`src/rtl/adder_pkg.sv`:
```
// ============================================================================
// Module  : adder_pkg
// Brief   : Shared FSM state encoding and default width for serial_adder.
// Revision: 1.0
// ============================================================================
`default_nettype none

package adder_pkg;

  localparam int DEFAULT_WIDTH = 8;

  typedef enum logic [1:0] {
    IDLE = 2'd0,
    RUN  = 2'd1,
    DONE = 2'd2
  } state_t;

endpackage

`default_nettype wire

```
`src/rtl/fa_cell.sv`:
```
// ============================================================================
// Module  : fa_cell
// Brief   : Combinational 1-bit full adder.
// Revision: 1.0
// ============================================================================
`default_nettype none

module fa_cell (
  input  logic a,
  input  logic b,
  input  logic cin,
  output logic s,
  output logic cout
);

  assign s    = a ^ b ^ cin;
  assign cout = (a & b) | (a & cin) | (b & cin);

endmodule

`default_nettype wire

```
`src/rtl/serial_adder.sv`:
```
// ============================================================================
// Module  : serial_adder
// Brief   : Bit-serial LSB-first adder/subtractor, one bit per clock.
// Revision: 1.0
// ============================================================================
`default_nettype none

module serial_adder
  import adder_pkg::*;
#(
  parameter int WIDTH = DEFAULT_WIDTH
) (
  input  logic             clk,
  input  logic             rst_n,
  input  logic             start,
  input  logic             sub,
  input  logic [WIDTH-1:0] a,
  input  logic [WIDTH-1:0] b,
  output logic             busy,
  output logic             done,
  output logic [WIDTH-1:0] sum,
  output logic             cout,
  output logic             ovf
);

  localparam int                CNT_W  = $clog2(WIDTH + 1);
  localparam logic [CNT_W-1:0]  C_LAST = CNT_W'(WIDTH - 1);

  state_t           r_state;
  state_t           w_state_nxt;
  logic [WIDTH-1:0] r_a;
  logic [WIDTH-1:0] r_b;
  logic [WIDTH-1:0] r_sum;
  logic [WIDTH-1:0] w_sum_shift;
  logic [CNT_W-1:0] r_cnt;
  logic             r_carry;
  logic             r_cout;
  logic             r_ovf;
  logic             r_busy;
  logic             r_done;
  logic             w_accept;
  logic             w_last;
  logic             w_s;
  logic             w_c;

  assign w_accept = start && (r_state != RUN);
  assign w_last   = (r_state == RUN) && (r_cnt == C_LAST);

  fa_cell u_fa (
    .a    (r_a[0]),
    .b    (r_b[0]),
    .cin  (r_carry),
    .s    (w_s),
    .cout (w_c)
  );

  // New result bit enters at the MSB so the word is aligned after WIDTH shifts.
  generate
    if (WIDTH == 1) begin : g_sum_w1
      assign w_sum_shift = w_s;
    end else begin : g_sum_wn
      assign w_sum_shift = {w_s, r_sum[WIDTH-1:1]};
    end
  endgenerate

  always_comb begin
    w_state_nxt = r_state;
    case (r_state)
      IDLE:    if (start) w_state_nxt = RUN;
      RUN:     if (w_last) w_state_nxt = DONE;
      DONE:    w_state_nxt = start ? RUN : IDLE;
      default: w_state_nxt = IDLE;
    endcase
  end

  always_ff @(posedge clk or negedge rst_n) begin
    if (!rst_n) begin
      r_state <= IDLE;
      r_busy  <= 1'b0;
      r_done  <= 1'b0;
    end else begin
      r_state <= w_state_nxt;
      r_busy  <= (w_state_nxt == RUN);
      r_done  <= (w_state_nxt == DONE);
    end
  end

  always_ff @(posedge clk or negedge rst_n) begin
    if (!rst_n) begin
      r_a     <= '0;
      r_b     <= '0;
      r_sum   <= '0;
      r_cnt   <= '0;
      r_carry <= 1'b0;
      r_cout  <= 1'b0;
      r_ovf   <= 1'b0;
    end else if (w_accept) begin
      // Subtract is a + ~b + 1: invert b here and seed the carry with 1.
      r_a     <= a;
      r_b     <= b ^ {WIDTH{sub}};
      r_carry <= sub;
      r_cnt   <= '0;
      r_sum   <= '0;
    end else if (r_state == RUN) begin
      r_sum   <= w_sum_shift;
      r_a     <= r_a >> 1;
      r_b     <= r_b >> 1;
      r_carry <= w_c;
      r_cnt   <= r_cnt + CNT_W'(1);
      if (w_last) begin
        r_cout <= w_c;
        r_ovf  <= r_carry ^ w_c;
      end
    end
  end

  assign busy = r_busy;
  assign done = r_done;
  assign sum  = r_sum;
  assign cout = r_cout;
  assign ovf  = r_ovf;

endmodule

`default_nettype wire

```
`config.mk`:
```
export PLATFORM = sky130hd
export DESIGN_NAME = serial_adder
export DESIGN_NICKNAME = d
export VERILOG_FILES = /design/src/rtl/adder_pkg.sv /design/src/rtl/fa_cell.sv /design/src/rtl/serial_adder.sv
export SDC_FILE = /design/constraint.sdc
export NUM_CORES = 1
export LEC_CHECK = 0
export ABC_AREA = 0
export CELL_PAD_IN_SITES_DETAIL_PLACEMENT = 1
export CELL_PAD_IN_SITES_GLOBAL_PLACEMENT = 1
export CORE_UTILIZATION = 39
export DETAILED_ROUTE_END_ITERATION = 12
export PLACE_DENSITY = 0.77
export SLEW_MARGIN = 20
export SYNTH_ARGS = -nofsm -noshare
export SYNTH_HDL_FRONTEND = slang
export SYNTH_HIERARCHICAL = 1
export SYNTH_SLANG_ARGS = --single-unit
```
`constraint.sdc`:
```
create_clock -name clk -period 1.6 [get_ports clk]
set_input_delay 0.32 -clock clk [delete_from_list [all_inputs] [get_ports clk]]
set_output_delay 0.32 -clock clk [all_outputs]
set_load 0.05 [all_outputs]
```
==> metrics.txt <==
internal power 2.26 mW; Syn Std Cell Area 1630 um^2; largest net degree at the start of global routing 53; clock-pin transition on the worst setup and hold timing paths 0.07 ns; #FFs+latches synth 35; crit path max-delay cell type fa_1; final wirelength 3560 um; CP top delay family adder cells; mux cell area share after synthesis 0.125; max_cap viols 0; Static Leak 0.966 nW; Clock Skew 0.00497 ns; CP Launch Point r_a[0]; Critical Path Max Stage Delay 0.49 ns; CP startpoint kind flop; Max Slew Vio Count 0; cell count after synthesis 152; post-DP HPWL 2480 um; R2R depth 3; final worst path period need 1.45 ns; fin nets 206; clock latency on the worst-skew pair 0.29 ns; Synth Area in Adders 0.0199; main combinational cell family by area after synthesis multiplexers; Post-CTS Setup Inserts 0; core area 4000 um^2; Reg2Reg Launch Point r_a[0]; Hold Slack 0.407 ns; placer congestion estimate 0.711; routed len/inst 15.2 um; n_diodes 0; Max VDD drop 808 uV; CP bufs+invs 0; Routed Antenna Nets 0; global-route wire length before repair 6020 um; crit path cell chain fa_1 > xor2_1 > mux2_2; crit path max fanout 3; Syn Nets 174; Levels on crit path 3; IO Count 32; Die X 66.7 um; Mean Syn Cell Area 10.7 um^2; Setup CP Type flop to flop; drt drc 0; Sequential Power Share 0.393; final setup violation count 0; final worst path period share 0.904; Ys Warns 6; combinational fraction of design power 0.428; CTS Buffer Depth 2; CTS Root Buffer Type clkbuf_8; Fin. Hold Viols 0; Synth Area in Simple Gates 0.120; switching part of the total 0.415; Slew @ Worst Pin 0.386 ns; area growth from synthesis to layout 28.4%; fin util 0.524; clock share of power 0.180; CTS tree yes; PortBufs 31; CP Capture Point ovf; setup tns final 0 ns; Total GRT Usage 0.190; Worst EP arrival 1.62 ns; most frequent cells in the layout nand2_1 (35), dfrtp_1 (35), o21ai_0 (29); RSZ-0062 raised after global routing false; end of the worst register-to-register path ovf; Die Height 66.7 um; Pre-antenna DRT Iters 2; vias in the first global route 1236; Tot Pwr 3.86 mW; H-Tree Depth 2; Initial Util 0.408; PD cells 1840 nW/um^2; number of CTS-inserted buffers 5; Crit path required time 1.77 ns; CTS resizes 0; initial antenna violation count 0; vias per cell 5.14; Worst setup EP type flop; clock sink count 35; # rows 23; die footprint 4450 um^2; status completed; FF-to-FF setup slack 0.15 ns; Fill cells 435; CTS Hold Bufs 0; xor/xnor share of the synthesized area 0.0537; P_sw 1.60 mW; Fmax 691 MHz; Iter 0 DRT Violations 53; path type of the worst min-delay path input pin to asynchronous set/reset pin; DR vias 1209; post-synthesis sequential area ratio 0.537; Distinct cells, synth 21; remaining global-route overflow 0; complex-gate fraction of the synthesized area 0.0966; layout cells sized above 1 0.162; Rel. slew slack 0.742
-- cell families (layout without fill, tap and decap cells) --
logic type,after synthesis,count (layout)
and+or+nand+nor,44,44
muxes,20,20
adders and majority gates,2,2
buffers and inverters,11,44
AOI/OAI and AO/OA,30,30
xor gates and xnor gates,10,10
DFF,35,35
-- power groups by stage --
stage          sequential, mW  combinational, mW  clock, mW
6_report                 1.52               1.65      0.693
4_1_cts                  1.52               1.67      0.716
3_5_place_dp             1.53               1.67          0
2_1_floorplan            1.86              0.756          0
3_3_place_gp             1.49               1.57          0
5_1_grt                  1.56               1.80      0.753
-- Yosys cell counts (all sizes together) --
library cell / number / share of area
inv: 1 / 0.0023
xnor2: 1 / 0.0054
mux2: 3 / 0.021
xor2: 9 / 0.048
nor3: 2 / 0.013
ha: 1 / 0.0077
o21ai: 29 / 0.089
dfrtp: 35 / 0.54
mux2i: 17 / 0.10
nand2: 35 / 0.081
nor2: 2 / 0.0046
a211oi: 1 / 0.0077
nor2b: 1 / 0.0038
nand2b: 1 / 0.0084
fa: 1 / 0.012
buf: 8 / 0.040
clkbuf: 2 / 0.0061
nand3: 3 / 0.0092
-- flip-flops by register name (all words and copies together) (netlist names) --
register  flops
r_a           8
r_b           8
sum           8
r_cnt         4
r_state       2
busy          1
cout          1
done          1
ovf           1
r_carry       1
-- per-layer routing --
layer | share of wire | track usage | vias to the layer above | wire length (um)
met5 | 0 | 0 | - | 0
met1 | 0.43 | 0.224 | 604 | 1530
met4 | 0.019 | 0.0957 | 0 | 67
met2 | 0.52 | 0.319 | 24 | 1840
li1 | - | - | 574 | -
met3 | 0.033 | 0.0462 | 7 | 119
-- how the worst min path moves through the flow --
stage | endpoint | slack (ns) | depth (start not counted)
after global routing | busy | 0.42 | 2
after detailed placement | r_a[4] | 0.48 | 2
final | sum[6] | 0.41 | 2
after global placement | r_b[1] | 0.46 | 2
after floorplan | busy | 0.02 | 0
after CTS | busy | 0.41 | 2
-- final cells by class --
| type | instances | area (um^2) | share of cell area |
|---|---|---|---|
| multi-input cells | 106 | 679 | 0.324 |
| inverters | 1 | 3.75 | 0.00179 |
| well taps | 50 | 62.6 | 0.0299 |
| clock buffers | 8 | 100 | 0.0478 |
| flip-flops and latches | 35 | 876 | 0.418 |
| repair buffers | 35 | 373 | 0.178 |
-- stage by stage --
stage                     instance area (um^2)  setup WS (ns)  instances
after floorplan                           1630          0.227        152
after global placement                    1990          0.153        227
after detailed placement                  1990         0.0337        227
after CTS                                 2090          0.149        235
after global routing                      2090          0.115        235
final                                     2090          0.154        235
No activity file was read; power rests on OpenSTA's default activity.
